[config.mk]
export PLATFORM = sky130hd
export DESIGN_NAME = pll_drp_sequencer
export DESIGN_NICKNAME = d
export VERILOG_FILES = /design/src/rtl/pll_drp_sequencer.sv
export SDC_FILE = /design/constraint.sdc
export NUM_CORES = 1
export LEC_CHECK = 0
export ABC_AREA = 1
export BUFFER_PORTS_ARGS = -buffer_cell sky130_fd_sc_hd__buf_2
export CORE_ASPECT_RATIO = 1.1
export CORE_UTILIZATION = 45
export DETAILED_ROUTE_END_ITERATION = 12
export GPL_TIMING_DRIVEN = 0
export PLACE_DENSITY = 0.66
export SLEW_MARGIN = 0
export SYNTH_ARGS = -nofsm -noshare
export SYNTH_HDL_FRONTEND = slang
export SYNTH_SLANG_ARGS = --single-unit
[constraint.sdc]
create_clock -name clk -period 2.5 [get_ports clk]
set_input_delay 0.5 -clock clk [delete_from_list [all_inputs] [get_ports clk]]
set_output_delay 0.5 -clock clk [all_outputs]
set_load 0.02 [all_outputs]
[src/rtl/pll_drp_sequencer.sv]
// rtl/pll_drp_sequencer.sv - DRP read-modify-write sequencer for the sysclk/mcolorclk PLL
//
// On an accepted start strobe the PLL is held in reset while every entry of the
// selected profile table is applied to the PLL over its DRP port as a
// read-modify-write. Reset is then released and LOCKED is awaited before the
// one-cycle completion pulse.
//
// Ports:
//   clk       PLL input clock
//   rst_n     asynchronous active-low reset
//   sstep     one-cycle start strobe (ignored while busy)
//   state     profile select, sampled with an accepted sstep
//   srdy      one-cycle pulse when the sequence ends (success or error)
//   busy      high from accepted sstep through the srdy cycle
//   error     sticky failure flag, cleared by the next accepted sstep
//   rom_addr  {profile, index} into the synchronous profile ROM
//   rom_data  {daddr[4:0], mask[15:0], value[15:0]}, one cycle after rom_addr
//   daddr/di/dout/den/dwe/drdy  DRP port of the PLL
//   locked    PLL LOCKED
//   pll_rst   PLL RST
module pll_drp_sequencer #(
  parameter int NUM_REGS     = 23,
  parameter int DRDY_TIMEOUT = 255,
  parameter int LOCK_TIMEOUT = 65535
) (
  input  logic        clk,
  input  logic        rst_n,
  input  logic        sstep,
  input  logic [2:0]  state,
  output logic        srdy,
  output logic        busy,
  output logic        error,
  output logic [7:0]  rom_addr,
  input  logic [36:0] rom_data,
  output logic [4:0]  daddr,
  output logic [15:0] di,
  input  logic [15:0] dout,
  output logic        den,
  output logic        dwe,
  input  logic        drdy,
  input  logic        locked,
  output logic        pll_rst
);

  localparam int WD_W = $clog2(DRDY_TIMEOUT + 1);
  localparam int LK_W = $clog2(LOCK_TIMEOUT + 1);
  localparam logic [4:0]      LAST_IDX = 5'(NUM_REGS - 1);
  localparam logic [WD_W-1:0] WD_MAX   = WD_W'(DRDY_TIMEOUT);
  localparam logic [LK_W-1:0] LK_MAX   = LK_W'(LOCK_TIMEOUT);

  typedef enum logic [3:0] {
    S_IDLE,
    S_ROM_WAIT,
    S_READ,
    S_WAIT_RRDY,
    S_WRITE,
    S_WAIT_WRDY,
    S_RELEASE,
    S_WAIT_LOCK,
    S_DONE
  } fsm_t;

  fsm_t fsm_q, fsm_d;

  logic [2:0]      profile_q;
  logic [4:0]      index_q;
  logic [4:0]      daddr_q;
  logic [15:0]     mask_q;
  logic [15:0]     value_q;
  logic [15:0]     di_q;
  logic [WD_W-1:0] wd_q;
  logic [LK_W-1:0] lock_q;
  logic            error_q;

  logic accept;
  logic entry_cap;
  logic di_cap;
  logic idx_inc;
  logic set_err;
  logic den_c;
  logic dwe_c;
  logic srdy_c;

  always_ff @(posedge clk or negedge rst_n) begin
    if (!rst_n) begin
      fsm_q <= S_IDLE;
    end else begin
      fsm_q <= fsm_d;
    end
  end

  always_comb begin
    fsm_d     = fsm_q;
    accept    = 1'b0;
    entry_cap = 1'b0;
    di_cap    = 1'b0;
    idx_inc   = 1'b0;
    set_err   = 1'b0;
    den_c     = 1'b0;
    dwe_c     = 1'b0;
    srdy_c    = 1'b0;
    case (fsm_q)
      S_IDLE: begin
        if (sstep) begin
          accept = 1'b1;
          fsm_d  = S_ROM_WAIT;
        end
      end
      S_ROM_WAIT: begin
        fsm_d = S_READ;
      end
      S_READ: begin
        den_c     = 1'b1;
        entry_cap = 1'b1;
        fsm_d     = S_WAIT_RRDY;
      end
      S_WAIT_RRDY: begin
        // drdy wins over a watchdog expiring in the same cycle
        if (drdy) begin
          di_cap = 1'b1;
          fsm_d  = S_WRITE;
        end else if (wd_q == WD_MAX) begin
          set_err = 1'b1;
          fsm_d   = S_RELEASE;
        end
      end
      S_WRITE: begin
        den_c = 1'b1;
        dwe_c = 1'b1;
        fsm_d = S_WAIT_WRDY;
      end
      S_WAIT_WRDY: begin
        if (drdy) begin
          if (index_q == LAST_IDX) begin
            fsm_d = S_RELEASE;
          end else begin
            idx_inc = 1'b1;
            fsm_d   = S_ROM_WAIT;
          end
        end else if (wd_q == WD_MAX) begin
          set_err = 1'b1;
          fsm_d   = S_RELEASE;
        end
      end
      S_RELEASE: begin
        fsm_d = S_WAIT_LOCK;
      end
      S_WAIT_LOCK: begin
        if (locked) begin
          fsm_d = S_DONE;
        end else if (lock_q == LK_MAX) begin
          set_err = 1'b1;
          fsm_d   = S_DONE;
        end
      end
      S_DONE: begin
        srdy_c = 1'b1;
        fsm_d  = S_IDLE;
      end
      default: begin
        fsm_d = S_IDLE;
      end
    endcase
  end

  // Profile and table index; rom_addr changes on entry to ROM_WAIT so the
  // synchronous ROM output is valid during READ.
  always_ff @(posedge clk or negedge rst_n) begin
    if (!rst_n) begin
      profile_q <= 3'd0;
      index_q   <= 5'd0;
    end else if (accept) begin
      profile_q <= state;
      index_q   <= 5'd0;
    end else if (idx_inc) begin
      index_q <= index_q + 5'd1;
    end
  end

  // Table entry is captured while READ is driving daddr straight from the ROM.
  always_ff @(posedge clk or negedge rst_n) begin
    if (!rst_n) begin
      daddr_q <= 5'd0;
      mask_q  <= 16'd0;
      value_q <= 16'd0;
    end else if (entry_cap) begin
      daddr_q <= rom_data[36:32];
      mask_q  <= rom_data[31:16];
      value_q <= rom_data[15:0];
    end
  end

  // Mask bit set keeps the PLL's current bit; clear takes the table value.
  always_ff @(posedge clk or negedge rst_n) begin
    if (!rst_n) begin
      di_q <= 16'd0;
    end else if (di_cap) begin
      di_q <= (dout & mask_q) | (value_q & ~mask_q);
    end
  end

  // DRDY watchdog: holds the number of cycles since the last den pulse.
  always_ff @(posedge clk or negedge rst_n) begin
    if (!rst_n) begin
      wd_q <= '0;
    end else if (den_c) begin
      wd_q <= WD_W'(1);
    end else if ((fsm_q == S_WAIT_RRDY || fsm_q == S_WAIT_WRDY) && wd_q != WD_MAX) begin
      wd_q <= wd_q + WD_W'(1);
    end
  end

  // Lock wait counter: 0 on the first WAIT_LOCK cycle.
  always_ff @(posedge clk or negedge rst_n) begin
    if (!rst_n) begin
      lock_q <= '0;
    end else if (fsm_q == S_RELEASE) begin
      lock_q <= '0;
    end else if (fsm_q == S_WAIT_LOCK && lock_q != LK_MAX) begin
      lock_q <= lock_q + LK_W'(1);
    end
  end

  always_ff @(posedge clk or negedge rst_n) begin
    if (!rst_n) begin
      error_q <= 1'b0;
    end else if (accept) begin
      error_q <= 1'b0;
    end else if (set_err) begin
      error_q <= 1'b1;
    end
  end

  assign rom_addr = {profile_q, index_q};
  assign daddr    = (fsm_q == S_READ) ? rom_data[36:32] : daddr_q;
  assign di       = di_q;
  assign den      = den_c;
  assign dwe      = dwe_c;
  assign srdy     = srdy_c;
  assign busy     = (fsm_q != S_IDLE);
  assign error    = error_q;
  // PLL is held in reset only while table entries are being applied.
  assign pll_rst  = (fsm_q == S_ROM_WAIT) || (fsm_q == S_READ) ||
                    (fsm_q == S_WAIT_RRDY) || (fsm_q == S_WRITE) ||
                    (fsm_q == S_WAIT_WRDY);

endmodule
Word-level counts from Yosys, hierarchy flattened

Cells that the tools add are included.
W data, S select, Z words.

Register bits after elaboration: 90
Input port bits: 61
Logic and storage cells: 81

Multiplexer cells: 33
Bitwise logic cells: 4
Equality and inequality tests: 15
Reduce and logical (&&, ||, !) cells: 16
Add/sub/neg operators: 3

Operators by type and width:

| operator                | number |
|---|---|
| $and A16 B16 Y16        | 2 |
| $mux W16                | 2 |
| $pmux W4 S8             | 1 |
| $mux W4                 | 6 |
| $mux W1                 | 17 |
| $add A16 B1 Y16 const B | 1 |
| $eq A16 B16 Y1 const B  | 1 |
| $eq A4 B3 Y1 const B    | 4 |
| $mux W8                 | 2 |
| $ne A16 B16 Y1 const B  | 1 |
| $not A16 Y16            | 1 |
| $or A16 B16 Y16         | 1 |
| $mux W5                 | 3 |
| $add A8 B1 Y8 const B   | 1 |
| $eq A4 B2 Y1 const B    | 2 |
| $eq A8 B8 Y1 const B    | 1 |
| $ne A8 B8 Y1 const B    | 1 |
| $reduce_bool A2 Y1      | 4 |
| $add A5 B1 Y5 const B   | 1 |
| $eq A5 B5 Y1 const B    | 1 |
| $logic_or A1 B1 Y1      | 5 |
| $eq A4 B1 Y1 const B    | 1 |
| $eq A4 B4 Y1 const B    | 1 |
| $logic_not A4 Y1        | 1 |
| 8 further kinds         | 10 |

Depth between registers and ports, before layout

Gate-level depths: netlist of run 1.

Word-level depth: 6
Depth in mapped cells: 11
Depth with buffers taken out: 11

Worst setup path after synthesis of run 1

OpenSTA, ideal clock, no wires.

Path type: reg2out
Start point: register fsm_q[3]
End point: output daddr[0]
Buffers on the path: 1
Stages on the path, launching flop included: 7
Arrival: 1.355 ns
Setup slack: 0.645 ns
Cell sequence: dfrtp_1 > inv_1 > nand2_1 > inv_2 > nand2_4 > buf_2 > mux2_1

Word-level cells in the longest chain between the ends: 2

Ends and longest elaborated chain:

| item                   | line | text |
|---|---|---|
| from (decl)            | 63   | `fsm_t fsm_q, fsm_d;` |
| from (signal assigned) | 88   | `fsm_q <= fsm_d;` |
| $eq A4 B2 Y1           | 235  | `assign daddr = (fsm_q == S_READ) ? rom_data[36:32] : daddr_q;` |
| $mux W5                | 235  |  |
| to (decl)              | 35   | `output logic [4:0] daddr,` |

Every way passes these cells.

Final worst setup path of run 1

Start point: register fsm_q[3]
End point: output daddr[4]

The elaborated chain is that of the path after synthesis.

==> results of run 1 <==
## metal layers
layer,share of wire (%),wire length (um)
met1,46,4430
met5,0,0
met4,1.5,148
met2,47,4500
met3,5.9,570
## synth_stat cells, drive strengths merged
cell      n  share of area, %
buf       9               1.4
o221ai    1              0.20
dfrtp    90                51
o22ai     1              0.14
clkbuf    2              0.17
nor2     93               9.1
nand3    28               3.4
nor3      3              0.34
nand2   103               9.4
clkinv    1              0.11
o21ai    20               2.4
xor2      7               1.4
ha        4               1.1
mux2     21               5.4
o211ai    1              0.17
inv      56               4.8
nand4    15               2.1
a21oi    53               6.3
or2       1              0.14
o21bai    3              0.51
## area by class of cell
cell class                 instances  area share, %
inverter                          57           4.14
multi-input combinational        354           35.3
clock inverter                     5           1.14
clock buffer                      11           2.88
buffer                            10           1.24
timing repair buffer              96           9.62
sequential                        90           42.9
tap                              117           2.79
## report_power, final
group | internal [mW] | switching, mW
logic | 0.923 | 1.60
registers | 2.02 | 0.324
clock network | 0.520 | 0.527
## cells by family (layout without fill, tap and decap cells)
| family | after synthesis | count (layout) | share of synthesized area [%] |
|---|---|---|---|
| compound gates | 79 | 79 | 9.77 |
| buf+inv | 68 | 179 | 6.49 |
| flops | 90 | 90 | 51.3 |
| mux | 21 | 21 | 5.38 |
| simple gates | 243 | 243 | 24.6 |
| xor+xnor | 7 | 7 | 1.40 |
| fa+ha+maj | 4 | 4 | 1.14 |
## worst register-to-register path, delay by kind of cell (launching register included)
family	cells	cell delay [ns]
simple gates	6	0.60
fa+ha+maj	1	0.27
buf+inv	2	0.29
flops	1	0.38
compound gates	1	0.09
## state kept, by name (all words and copies together), names as in the netlist
register and cells:
index_q 5, fsm_q 4, lock_q 16, mask_q 16
error 1, wd_q 8, value_q 16, di 16
daddr_q 5, profile_q 3
## worst max path at each step
stage | from | to | slack [ns] | cells past startpoint
final | fsm_q[3] | daddr[4] | 0.17 | 6
after global routing | fsm_q[3] | daddr[2] | 0.06 | 6
after CTS | fsm_q[3] | daddr[4] | 0.15 | 6
after detailed placement | fsm_q[3] | daddr[4] | 0.39 | 7
after global placement | rst_n | daddr_q[3] | 0.07 | 1
after floorplan | fsm_q[3] | daddr[0] | 0.65 | 6
## metrics by stage
step | total power, mW | utilization [%] | setup WS [ns] | instances | hold slack, ns
floorplan | 4.16 | - | 0.645 | 512 | 0.204
global placement | 4.83 | 53.4 | 0.0661 | 724 | 0.460
detailed placement | 4.94 | 53.7 | 0.389 | 725 | 0.467
CTS | 5.99 | 55.9 | 0.146 | 740 | 0.105
global route | 6.39 | 55.9 | 0.0582 | 740 | 0.124
finish | 5.91 | 55.9 | 0.170 | 740 | 0.0932
==> flow_summary_export.csv, run 1 <==
group,metric,value,unit
clock_network,clock_tree.buffer_depth,2,
timing,finalClockSkew,0.0114,ns
setup_path,critPathArrivalTime,1.83,ns
detailed_routing,antenna_left,0,
timing,finalCritPeriodShare,93.2,%
setup_path,endpoint_kind,"output port",
clock_network,cts_tree,"built",
timing,finalSetupTns,0,ns
detailed_routing,wire_per_inst,13.1,um
layout,areaGrowthSynthToFinish,19.6,%
timing,setup_viol,0,
die,fp.dieW,96.2,um
hold_path,hold_path_class,"input port to async pin",
setup_path,critPathLaunchType,"flop",
timing,drv_slew,0,
setup_path,cp_cell_sequence,"inv_1 > nand2_1 > inv_4 > nand2_4 > mux2_1 > buf_2",
clock_network,cts_setup_buffers,0,
die,initial_core_util,46.7,%
yosys,synth_area,4390,sq um
setup_path,crit_buf_inv,3,
detailed_routing,wl,9.66,mm
pwr,leakage,2.61,nW
die,chipHeight,106,um
timing,fin_crit,2.33,ns
clock_network,h-tree-depth,3,
clock_network,clkTransAtPathRegs,0.08,ns
layout,fin_area,5250,sq um
yosys,yosys_warnings,0,
setup_path,r2r-start,"lock_q[1]",
clock_network,cts_hold_buf,0,
setup_path,ff2ff_setup_slack,0.79,ns
clock_network,cts_buffers,9,
job,drv_cap,0,
yosys,ys_seq_area_share,51.3,%
detailed_routing,vias,3705,
setup_path,crit_family,"buffers and inverters",
setup_path,critPathKind,"flop to output port",
yosys,synth_nets,577,
grt,grt.met1_usage,27.0,%
detailed_routing,firstDrtPassIters,4,
placed_design,gp_congestion,0.916,
die,core,9400,sq um
timing,hold_violations,0,
timing,rsz0062_at_grt,"false",
yosys,synth_seq_cells,90,
grt,use_met2,32.0,%
layout,multiInputGateArea,1860,sq um
detailed_routing,viasPerCell,5.01,
detailed_routing,drc,0,
yosys,synth.avg_cell_area,8.58,sq um
pwr,vdd.ir_drop.worst,539,uV
grt,grt.busiest_layer,"met2",
setup_path,slowest_stage,"dfrtp_1",
timing,tightestPinTransition,0.524,ns
pwr,p_per_area,1130,nW/um^2
setup_path,crit_path_max_fanout,17,
grt,antenna_found_initial,0,
timing,slew_headroom,64.8,%
grt,grt_pass1_wl,15.8,mm
layout,fillers,875,
clock_network,cts_root_buffer,"clkbuf_8",
outcome,status,"complete, no violations",
layout,antenna_cells,0,
clock_network,clkLatencyLatePin,0.36,ns
layout,regArea,2250,sq um
grt,grt_pass1_vias,3543,
layout,mostFrequentLayoutCell,"buf_2",
layout,final_layout_size_suffix_gt1_share,24.6,%
grt,grt-ovfl-total,0,
grt,grtUsageMet3,3.97,%
clock_network,cts.sinks,90,
layout,mostFrequentLayoutCells,"buf_2 (98), nand2_1 (95), dfrtp_1 (90), nor2_1 (84), a21oi_1 (52)",
clock_network,cts_resized,1,
grt,grt_util_all_layers,20.1,%
placed_design,port-buffer-count,95,
yosys,netlist-cell-type-count,32,
grt,grt_max_degree,57,
layout,fin_nets,683,
placed_design,dpl_cell_area,5040,sq um
die,io_pins,96,
setup_path,r2r-end,"lock_q[14]",
detailed_routing,drtIter0Drc,176,
placed_design,dp_hpwl,7.25,mm
setup_path,worstRegToRegCells,10,
setup_path,cpPeakStageDelay,0.41,ns
die,core.rowCount,37,
die,die_area,10200,sq um
timing,fmax,429,MHz
yosys,syn_inst,512,
setup_path,worstPathRequired,2.00,ns
Note: power is estimated with default switching activity, not from simulation.
==> inputs of run 2 (changes only) <==
--- a/config.mk
+++ b/config.mk
@@ -11,7 +11,8 @@
 export CORE_UTILIZATION = 45
 export DETAILED_ROUTE_END_ITERATION = 12
 export GPL_TIMING_DRIVEN = 0
-export PLACE_DENSITY = 0.66
+export PLACE_DENSITY = 0.75
+export RECOVER_POWER = 25
 export SLEW_MARGIN = 0
 export SYNTH_ARGS = -nofsm -noshare
 export SYNTH_HDL_FRONTEND = slang
==> run 2 against run 1 <==
Net effect:
- global-route usage increased by 1.2 points
- combinational power barely moved
- hold slack gained 0.23 ns
- sequential share of layout area grew 0.10 points
- total power grew 1.9%
- count of clock-buffer cells in the layout shrank 1
- cell area decreased by 0.24%
- sequential power about the same
- die area unchanged
- clock power up 7%
- maximum frequency increased by 0.57%
==> flow_summary_export.csv, run 2 (synthesis results as in run 1) <==
group,metric,value,unit
outcome,status,"complete, no violations",
timing,drv_slew,0,
grt,grt_pass1_vias,3790,
setup_path,critPathArrivalTime,1.82,ns
placed_design,gp_congestion,0.893,
detailed_routing,firstDrtPassIters,4,
pwr,vdd.ir_drop.worst,651,uV
setup_path,critPathKind,"flop to output port",
setup_path,endpoint_kind,"output port",
detailed_routing,wl,9.82,mm
grt,grt-ovfl-total,0,
timing,rsz0062_at_grt,"false",
die,core,9400,sq um
pwr,leakage,2.60,nW
clock_network,cts_tree,"built",
job,drv_cap,0,
clock_network,cts_buffers,9,
setup_path,ff2ff_setup_slack,0.78,ns
setup_path,critPathLaunchType,"flop",
timing,finalClockSkew,0.0170,ns
timing,finalCritPeriodShare,92.7,%
setup_path,cp_cell_sequence,"inv_1 > nand2_1 > inv_4 > nand2_4 > mux2_1 > buf_2",
detailed_routing,viasPerCell,5.04,
die,fp.dieW,96.2,um
detailed_routing,wire_per_inst,13.3,um
clock_network,cts.sinks,90,
clock_network,clock_tree.buffer_depth,2,
timing,slew_headroom,26.2,%
setup_path,worstRegToRegCells,10,
setup_path,r2r-end,"lock_q[11]",
setup_path,crit_path_max_fanout,17,
die,initial_core_util,46.7,%
layout,mostFrequentLayoutCells,"buf_2 (98), nand2_1 (95), dfrtp_1 (90), nor2_1 (84), a21oi_1 (52)",
timing,hold_violations,0,
placed_design,dp_hpwl,7.47,mm
placed_design,port-buffer-count,95,
timing,setup_viol,0,
layout,final_layout_size_suffix_gt1_share,24.4,%
layout,antenna_cells,0,
hold_path,hold_path_class,"input port to async pin",
detailed_routing,vias,3732,
clock_network,cts_root_buffer,"clkbuf_8",
layout,utilization,55.8,%
layout,fin_nets,683,
pwr,p_per_area,1150,nW/um^2
clock_network,clkTransAtPathRegs,0.09,ns
detailed_routing,antenna_left,0,
pwr,power,6.03,mW
clock_network,cts_hold_buf,0,
clock_network,h-tree-depth,3,
layout,mostFrequentLayoutCell,"buf_2",
detailed_routing,drtIter0Drc,147,
timing,fin_crit,2.32,ns
placed_design,dpl_cell_area,5040,sq um
clock_network,cts_setup_buffers,0,
setup_path,worstPathRequired,2.00,ns
grt,grt_max_degree,47,
timing,finalSetupTns,0,ns
layout,areaGrowthSynthToFinish,19.3,%
grt,antenna_found_initial,0,
detailed_routing,drc,0,
grt,grt_util_all_layers,21.3,%
clock_network,clkLatencyLatePin,0.37,ns
die,chipHeight,106,um
setup_path,cpPeakStageDelay,0.41,ns
die,io_pins,96,
layout,fin_area,5240,sq um
timing,fmax,432,MHz
die,core.rowCount,37,
grt,grt_pass1_wl,16.6,mm
setup_path,r2r-start,"lock_q[1]",
die,die_area,10200,sq um
clock_network,cts_resized,1,
timing,tightestPinTransition,1.11,ns
setup_path,slowest_stage,"dfrtp_1",
[run 2: worst max-delay path by stage]
stage               startpoint      endpoint  slack (ns)  cells past startpoint
finish                fsm_q[3]      daddr[0]        0.18                      6
global route             rst_n  profile_q[1]        0.05                      2
CTS                   fsm_q[3]      daddr[4]       0.009                      7
detailed placement    fsm_q[3]      daddr[4]        0.39                      7
global placement         rst_n     lock_q[2]        0.14                      1
floorplan             fsm_q[3]      daddr[0]        0.65                      6
[run 2: per-stage QoR]
stage | hold WS, ns | setup WS (ns) | cells
2_1_floorplan | 0.204 | 0.645 | 512
3_3_place_gp | 0.459 | 0.136 | 724
3_5_place_dp | 0.466 | 0.392 | 725
4_1_cts | 0.138 | 0.00934 | 741
5_1_grt | 0.325 | 0.0486 | 740
6_report | 0.325 | 0.183 | 740
[run 2: power by group]
group / switching, mW / internal (mW)
logic: 1.63 / 0.918
clock network: 0.545 / 0.578
registers: 0.334 / 2.02
[run 2: final cells by class]
| cell class | instances | area (sq um) |
|---|---|---|
| multi-input combinational | 354 | 1860 |
| buffer | 10 | 65.1 |
| tap | 117 | 146 |
| sequential | 90 | 2250 |
| clock buffer | 10 | 128 |
| clock inverter | 6 | 96.3 |
| fill | 876 | 4160 |
| inverter | 57 | 218 |
| timing repair buffer | 96 | 480 |
[run 2: routing by layer]
layer  vias up  global-route usage [%]  wire (um)
met4         0                    7.57        157
met1      1778                    26.4       4250
li1       1866                       -          -
met5         -                       0          0
met2        77                    35.8       4980
met3        11                    5.12        435
[run 2: worst max-delay path: cells and delay by family, from the launching register on]
family | cells | cell delay, ns
muxes | 1 | 0.37
DFF | 1 | 0.41
and+or+nand+nor | 2 | 0.27
buffers and inverters | 3 | 0.40
